<file path="src/rtl/rice_core_ex_stage_fwd.sv">
// Rice core EX stage with a multi-entry forwarding history, an iterative multiplier and branch
// resolution. The ALU and LSU stay outside this block; it forwards operands out and takes results back.
module rice_core_ex_stage_fwd #(
  parameter int unsigned XLEN      = 32,
  parameter int unsigned FWD_DEPTH = 2,
  parameter int unsigned MUL_STEP  = 1
) (
  input  logic            i_clk,
  input  logic            i_rst_n,
  input  logic            i_enable,
  input  logic            i_id_valid,
  input  logic [1:0]      i_id_kind,
  input  logic [XLEN-1:0] i_id_pc,
  input  logic [XLEN-1:0] i_id_imm,
  input  logic [4:0]      i_id_rs1,
  input  logic [4:0]      i_id_rs2,
  input  logic [4:0]      i_id_rd,
  input  logic [XLEN-1:0] i_id_rs1_value,
  input  logic [XLEN-1:0] i_id_rs2_value,
  input  logic            i_id_br_invert,
  output logic [XLEN-1:0] o_rs1_value,
  output logic [XLEN-1:0] o_rs2_value,
  input  logic [XLEN-1:0] i_alu_data,
  output logic            o_mem_valid,
  input  logic [1:0]      i_mem_done,
  input  logic [XLEN-1:0] i_mem_data,
  output logic            o_stall,
  output logic            o_flush,
  output logic [XLEN-1:0] o_flush_pc,
  output logic            o_result_valid,
  output logic [4:0]      o_result_rd,
  output logic [XLEN-1:0] o_result_value
);

  localparam int unsigned K  = XLEN / MUL_STEP;
  localparam int unsigned CW = $clog2(K + 1);

  localparam logic [1:0] KIND_ALU = 2'd0;
  localparam logic [1:0] KIND_MEM = 2'd1;
  localparam logic [1:0] KIND_MUL = 2'd2;
  localparam logic [1:0] KIND_BR  = 2'd3;

  localparam logic ST_IDLE = 1'b0;
  localparam logic ST_BUSY = 1'b1;

  logic            r_hv   [FWD_DEPTH];
  logic [4:0]      r_hrd  [FWD_DEPTH];
  logic [XLEN-1:0] r_hval [FWD_DEPTH];

  logic            r_state;
  logic [CW-1:0]   r_cnt;
  logic [XLEN-1:0] r_mcand;
  logic [XLEN-1:0] r_mplier;
  logic [XLEN-1:0] r_acc;
  logic [4:0]      r_mrd;

  logic            w_act;
  logic [XLEN-1:0] w_rs1;
  logic [XLEN-1:0] w_rs2;
  logic [XLEN-1:0] w_pp [MUL_STEP];
  logic [XLEN-1:0] w_acc_next;
  logic            w_mem_stall;
  logic            w_mul_start;
  logic            w_mul_busy;
  logic            w_mul_fin;
  logic            w_taken;
  logic            w_new_valid;
  logic [4:0]      w_new_rd;
  logic [XLEN-1:0] w_new_value;

  assign w_act = i_id_valid & i_enable;

  // Walk oldest to newest so the lowest matching index overrides.
  always_comb begin
    w_rs1 = i_id_rs1_value;
    w_rs2 = i_id_rs2_value;
    for (int k = int'(FWD_DEPTH) - 1; k >= 0; k--) begin
      if (r_hv[k] && (r_hrd[k] == i_id_rs1) && (i_id_rs1 != 5'd0)) w_rs1 = r_hval[k];
      if (r_hv[k] && (r_hrd[k] == i_id_rs2) && (i_id_rs2 != 5'd0)) w_rs2 = r_hval[k];
    end
  end

  assign o_rs1_value = w_rs1;
  assign o_rs2_value = w_rs2;

  for (genvar g = 0; g < MUL_STEP; g++) begin : g_pp
    assign w_pp[g] = r_mplier[g] ? (r_mcand << g) : '0;
  end

  always_comb begin
    w_acc_next = r_acc;
    for (int j = 0; j < int'(MUL_STEP); j++) begin
      w_acc_next = w_acc_next + w_pp[j];
    end
  end

  assign o_mem_valid = w_act & (i_id_kind == KIND_MEM);
  assign w_mem_stall = o_mem_valid & (i_mem_done == 2'b00);
  assign w_mul_start = w_act & (r_state == ST_IDLE) & (i_id_kind == KIND_MUL);
  assign w_mul_busy  = (r_state == ST_BUSY) & (r_cnt > CW'(1));
  assign w_mul_fin   = (r_state == ST_BUSY) & (r_cnt == CW'(1));

  assign o_stall = i_rst_n & i_enable & (w_mem_stall | w_mul_start | w_mul_busy);

  assign w_taken    = w_act & (i_id_kind == KIND_BR) & ((w_rs1 == w_rs2) ^ i_id_br_invert);
  assign o_flush    = i_rst_n & w_taken;
  assign o_flush_pc = o_flush ? (i_id_pc + i_id_imm) : '0;

  always_comb begin
    w_new_valid = 1'b0;
    w_new_rd    = i_id_rd;
    w_new_value = i_alu_data;
    if (w_mul_fin) begin
      w_new_valid = 1'b1;
      w_new_rd    = r_mrd;
      w_new_value = w_acc_next;
    end else begin
      unique case (i_id_kind)
        KIND_ALU: w_new_valid = w_act;
        KIND_MEM: begin
          w_new_valid = w_act & i_mem_done[1];
          w_new_value = i_mem_data;
        end
        KIND_MUL: w_new_valid = 1'b0;
        KIND_BR:  w_new_valid = 1'b0;
      endcase
    end
  end

  always_ff @(posedge i_clk or negedge i_rst_n) begin
    if (!i_rst_n) begin
      for (int k = 0; k < int'(FWD_DEPTH); k++) begin
        r_hv[k]   <= 1'b0;
        r_hrd[k]  <= '0;
        r_hval[k] <= '0;
      end
    end else if (!i_enable) begin
      for (int k = 0; k < int'(FWD_DEPTH); k++) begin
        r_hv[k]   <= 1'b0;
        r_hrd[k]  <= '0;
        r_hval[k] <= '0;
      end
    end else if (!o_stall) begin
      r_hv[0]   <= w_new_valid;
      r_hrd[0]  <= w_new_rd;
      r_hval[0] <= w_new_value;
      for (int k = 1; k < int'(FWD_DEPTH); k++) begin
        r_hv[k]   <= r_hv[k-1];
        r_hrd[k]  <= r_hrd[k-1];
        r_hval[k] <= r_hval[k-1];
      end
    end
  end

  always_ff @(posedge i_clk or negedge i_rst_n) begin
    if (!i_rst_n) begin
      r_state  <= ST_IDLE;
      r_cnt    <= '0;
      r_mcand  <= '0;
      r_mplier <= '0;
      r_acc    <= '0;
      r_mrd    <= '0;
    end else if (!i_enable) begin
      r_state <= ST_IDLE;
      r_cnt   <= '0;
    end else if (r_state == ST_IDLE) begin
      if (w_mul_start) begin
        r_mcand  <= w_rs1;
        r_mplier <= w_rs2;
        r_mrd    <= i_id_rd;
        r_acc    <= '0;
        r_cnt    <= CW'(K);
        r_state  <= ST_BUSY;
      end
    end else begin
      r_acc    <= w_acc_next;
      r_mcand  <= r_mcand << MUL_STEP;
      r_mplier <= r_mplier >> MUL_STEP;
      r_cnt    <= r_cnt - CW'(1);
      if (r_cnt == CW'(1)) r_state <= ST_IDLE;
    end
  end

  assign o_result_valid = r_hv[0];
  assign o_result_rd    = r_hrd[0];
  assign o_result_value = r_hval[0];

endmodule

</file>
<file path="config.mk">
export PLATFORM = sky130hd
export DESIGN_NAME = rice_core_ex_stage_fwd
export DESIGN_NICKNAME = d
export VERILOG_FILES = /design/src/rtl/rice_core_ex_stage_fwd.sv
export SDC_FILE = /design/constraint.sdc
export NUM_CORES = 1
export LEC_CHECK = 0
export CORE_UTILIZATION = 40
export CTS_CLUSTER_DIAMETER = 100
export DETAILED_ROUTE_END_ITERATION = 7
export PLACE_DENSITY_LB_ADDON = 0.05
export RECOVER_POWER = 100
export SYNTH_ARGS = -nofsm -noshare
export SYNTH_HDL_FRONTEND = slang
export SYNTH_SLANG_ARGS = --single-unit
</file>
<file path="constraint.sdc">
create_clock -name i_clk -period 5 [get_ports i_clk]
set_clock_uncertainty 0.15 [all_clocks]
set_input_delay 1 -clock i_clk [delete_from_list [all_inputs] [get_ports i_clk]]
set_output_delay 1 -clock i_clk [all_outputs]
set_load 0.01 [all_outputs]
</file>
; After elaboration in Yosys (flattened, before gate mapping)
; Cells that the tools add are included.
[op_classes]
add_sub_neg = 3
magnitude_cmp = 1
eq_ne = 11
n_mux = 30
bitwise = 17
n_reduce_logical = 16
[ops]
columns = operator, n
row1 = $mux 32, 14
row2 = $mux 64, 2
row3 = $add 32x32->32, 2
row4 = $eq 32x32->1, 1
row5 = $eq 5x5->1, 4
row6 = $mux 10, 2
row7 = $mux 6, 3
row8 = $and 1x1->1, 13
row9 = $reduce_bool 5->1, 2
row10 = $logic_and 1x1->1, 8
row11 = $eq 6x1->1 const B, 1
row12 = $gt 6x1->1 const B, 1
row13 = $sub 6x1->6 const B, 1
row14 = $mux 1, 5
row15 = $mux 5, 1
row16 = $eq 2x2->1 const B, 2
row17 = $logic_not 2->1, 2
row18 = $mux 2, 2
row19 = $ne 3x1->1 const B, 1
row20 = $pmux 1 s3, 1
row21 = $reduce_and 3->1, 1
row22 = $eq 2x1->1 const B, 1
row23 = $ne 2x2->1 const B, 1
row24 = $or 1x1->1, 2
row25 = other kinds (5), 5
[word_totals]
register_bits = 184
out_inout_bits = 137
wordCells = 90

; Logic depth before layout (Yosys ltp)
[depth]
depth_word = 10
mapped_depth = 14
depth_no_buf = 13

; Least setup slack after synthesis
; OpenSTA, ideal clock, no wires.
[synth_timing]
kind = input to output
start = input port i_id_rs2[1]
end = output port o_flush_pc[31]
arrival_time_ps = 4177
required_ps = 3850
slack_ps = -327
stages = 12
path_cell_list = or4_1 > o211ai_1 > clkbuf_1 > o21ai_0 > a31oi_1 > xor2_1 > nor4_1 > nand4_1 > or4_1 > clkbuf_1 > nand2_1 > nor4bb_1
[synth_between]
elab_chain_len = 10
[synth_rtl]
columns = element, line
row1 = start: declaration, 16  ; input logic [4:0] i_id_rs2,
row2 = $eq 5x5->1, 79  ; if (r_hv[k] && (r_hrd[k] == i_id_rs2) && (i_id_rs2 != 5'd0)) w_rs2 = r_hval[k];
row3 = $logic_and 1x1->1 (2 in a row), 79
row4 = $mux 32, 79
row5 = $mux 32 *, 79
row6 = via o_rs2_value[9], 22  ; output logic [XLEN-1:0] o_rs2_value,
row7 = $eq 32x32->1 *, 105  ; assign w_taken = w_act & (i_id_kind == KIND_BR) & ((w_rs1 == w_rs2) ^ i_id_br_invert);
row8 = $xor 1x1->1 *, 105
row9 = $and 1x1->1 *, 105
row10 = $and 1x1->1 *, 106  ; assign o_flush = i_rst_n & w_taken;
row11 = $mux 32 *, 107  ; assign o_flush_pc = o_flush ? (i_id_pc + i_id_imm) : '0;
row12 = end: declaration, 29  ; output logic [XLEN-1:0] o_flush_pc,
; The timed path passes the listed nets; every way through them passes the cells marked *.

; Final worst setup path
[layout_timing]
start = input port i_id_rs1[0]
end = output port o_flush_pc[3]
[layout_between]
elab_chain_len = 10
[layout_rtl]
columns = element, line
row1 = start: declaration, 15  ; input logic [4:0] i_id_rs1,
row2 = $eq 5x5->1, 78  ; if (r_hv[k] && (r_hrd[k] == i_id_rs1) && (i_id_rs1 != 5'd0)) w_rs1 = r_hval[k];
row3 = $logic_and 1x1->1 (2 in a row), 78
row4 = $mux 32, 78
row5 = $mux 32 *, 78
row6 = $eq 32x32->1 *, 105
row7 = $xor 1x1->1 *, 105
row8 = $and 1x1->1 *, 105
row9 = $and 1x1->1 *, 106
row10 = $mux 32 *, 107
; Every way passes the cells marked *; elsewhere a longest branch is shown, timed or not.

==> summary.txt <==
RSZ-0062 raised after global routing = true
CTS tree = built
pre-CTS worst setup slack = -1.49 ns
P_leak = 9.23 nW
status = finished, violations left
# IOs = 353
die area = 35500 um^2
hold_ws = 0.334 ns
Root Driver = clkbuf_16
Syn Area/Cell = 8.15 um^2
post-route cell area = 21200 um^2
DP Area = 19800 um^2
power per cell area = 254 nW/um^2
initial antenna violation count = 6
max-slew violations = 346
Worst-Margin Slew = 2.77 ns
num rows = 67
Final Hold Fails = 0
grt ovf = 0
layout net count = 2491
setup violators final = 33
post-synth top area cell = dfrtp_1
Post-Syn Area = 13900 um^2
Clock Path Buffers = 2
Die Ht = 188 um
origin of the critical flop-to-flop path = r_cnt[0]$_DFFE_PN0P_
Antenna Nets Post-Route = 0
crit path DAT = 4.43 ns
CTS buffer count = 17
synth top area cells = dfrtp_1 (33%), o21ai_0 (7.0%), nand2_1 (6.0%)
crit-path cells = buf_6, or4_4, buf_6, o211ai_1, buf_4, buf_4, o21ai_1, a31oi_4, xor2_1, nor4_2, nand2_1, or4_4, buf_12, buf_12, a21oi_2, buf_2
CP startpoint kind = input port
Achievable Freq = 179 MHz
CTS Hold Bufs = 0
Netlist cell types = 64
Reg clk slew, reported paths = 0.09 ns
Post-Synthesis Cells = 1705
Vias = 15600
initial cell density of the core = 0.410
dominant synthesized flop cell = dfrtp_1
fin worst setup slack = -0.583 ns
slowest stage cell on the critical path = or4_4
DIE WIDTH = 188 um
Final Util = 0.625
worst skew pair latency = 0.47 ns
most frequent cells in the layout = clkdlybuf4s50_1 (231), buf_4 (227), nand2_1 (221), dfrtp_1 (184), o21ai_0 (161)
failing checks = DRC, capacitance limit, slew limit, setup timing
fin crit share = 1.12
EDFF count, synth = 0
Critical Path RT = 3.85 ns
Area growth syn-to-layout = 52.4%
HP Class = reg2reg
worst setup path endpoint = o_flush_pc[3]
top cell type's share of synthesized area = 0.332
Seq/Total Area, Yosys = 0.332
syn_nets = 1987
minimum clock period after layout = 5.58 ns
Post-synth ARST share = 1.00
core footprint = 33900 um^2
Peak VDD IR = 0.268 mV
H-Tree Level Count = 4
gr usage total = 0.335
Crit Path Max Fanout = 8
drt total wl = 59900 um
most common cell after layout, fill and taps aside = clkdlybuf4s50_1
share of cells above drive strength 1 = 0.215
clock sink count = 184
setup TNS = -18.26 ns
largest net degree at the start of global routing = 132
Iter 0 DRT Violations = 1545
# DRC = 2
fillers = 3027
global-route wire length before repair = 90900 um
Critical Path Source = i_id_rs1[0]
R2R Setup Slk = 0.81 ns
Port Buffers = 352
post-detail-place hpwl = 45200 um
number of synthesized register bits = 184
Synth warnings = 0
via density per instance = 5.85
GP Congestion = 1.03
slowest stage delay, CP = 0.62 ns
Max-cap violations = 5
CP endpoint kind = output pin
cells on worst reg2reg path = 9
kind of critical path = in2out
vias in the first global route = 15100
slew margin rel. = -0.847
DRT Pass-1 Iters = 8
reg-to-reg endpoint = o_result_value[30]$_DFFE_PN0P_
Avg WL per Cell = 22.4 um
cell usage after synthesis (6+ instances only):
cell type / instances
a21o_1: 17
a21oi_1: 96
xor2_1: 55
nor2b_1: 6
dfrtp_1: 184
inv_1: 58
mux2i_1: 56
o21bai_1: 12
buf_2: 6
buf_4: 40
nand2_1: 222
o211ai_1: 8
ha_1: 64
o21ai_0: 193
a221o_1: 6
a22o_1: 28
clkbuf_1: 95
nor4_1: 12
a222oi_1: 43
nand4_1: 8
nand2b_1: 12
nor2_1: 56
xnor2_1: 51
buf_1: 12
and3_1: 9
and2_1: 45
nor3_1: 78
a211oi_1: 15
a31oi_1: 66
nand3_1: 75
power breakdown:
group          internal (W)  total, W  switching, W
registers           0.00175   0.00199      0.000242
logic              0.000935   0.00191      0.000979
clock network      0.000706   0.00148      0.000771
cells by family after synthesis:
group | count (synthesis) | synth area share
AND/OR/NAND/NOR | 547 | 0.185
AO/OA/AOI/OAI | 532 | 0.246
buffers and inverters | 214 | 0.0704
flip-flops | 184 | 0.332
XOR/XNOR | 106 | 0.0668
adder cells (fa/ha/maj) | 66 | 0.0605
multiplexers | 56 | 0.0404
stage by stage:
stage                     std cells  total power, W
after floorplan                1705         0.00304
after global placement         2573         0.00384
after detailed placement       2573         0.00387
after CTS                      2667         0.00540
after global routing           2670         0.00568
final                          2672         0.00538
worst min path at each step:
stage	from	endpoint	cells after the start
2_1_floorplan	r_mrd[0]$_DFFE_PN0P_	r_mrd[0]$_DFFE_PN0P_	2
3_3_place_gp	r_mrd[0]$_DFFE_PN0P_	r_mrd[0]$_DFFE_PN0P_	2
3_5_place_dp	r_mrd[4]$_DFFE_PN0P_	r_mrd[4]$_DFFE_PN0P_	2
4_1_cts	r_mrd[4]$_DFFE_PN0P_	r_mrd[4]$_DFFE_PN0P_	2
5_1_grt	r_mrd[0]$_DFFE_PN0P_	r_mrd[0]$_DFFE_PN0P_	2
6_report	r_mrd[4]$_DFFE_PN0P_	r_mrd[4]$_DFFE_PN0P_	2
per-layer routing:
metal	up-vias	wire, um	global-route usage
met2	753	26900	0.526
met4	0	2090	0.117
met5	-	0	0
met1	7551	25700	0.455
met3	120	5250	0.0719
li1	7205	-	-
state kept, by name (all words and copies together), names as in the netlist:
name	cells
r_mcand	32
o_result_value	32
o_result_valid	1
r_hrd	5
r_hv	1
r_cnt	6
r_state	1
r_mplier	32
r_acc	32
r_mrd	5
o_result_rd	5
r_hval	32
what timing repair did:
action | CTS | global route
gates cloned | 7 | 0
pin swaps | 63 | 24
endpoints found under the setup margin | 34 | 34
resized for setup | 283 | 20
buffers inserted | 55 | 4
area by class of cell:
class	instances	area [um^2]	area share
diodes	2	5.00	0.000236
clock buffers	17	425	0.0201
repair buffers	641	5920	0.279
well taps	448	561	0.0265
multi-input cells	1307	9220	0.436
flip-flops and latches	184	4600	0.218
inverters	58	218	0.0103
clock inverters	15	214	0.0101
critical path, delay by kind of cell:
family	cells	cell delay [ns]
AND/OR/NAND/NOR	4	1.66
buffers and inverters	7	1.04
AO/OA/AOI/OAI	4	0.60
XOR/XNOR	1	0.11
Note: power is estimated with default switching activity, not from simulation.
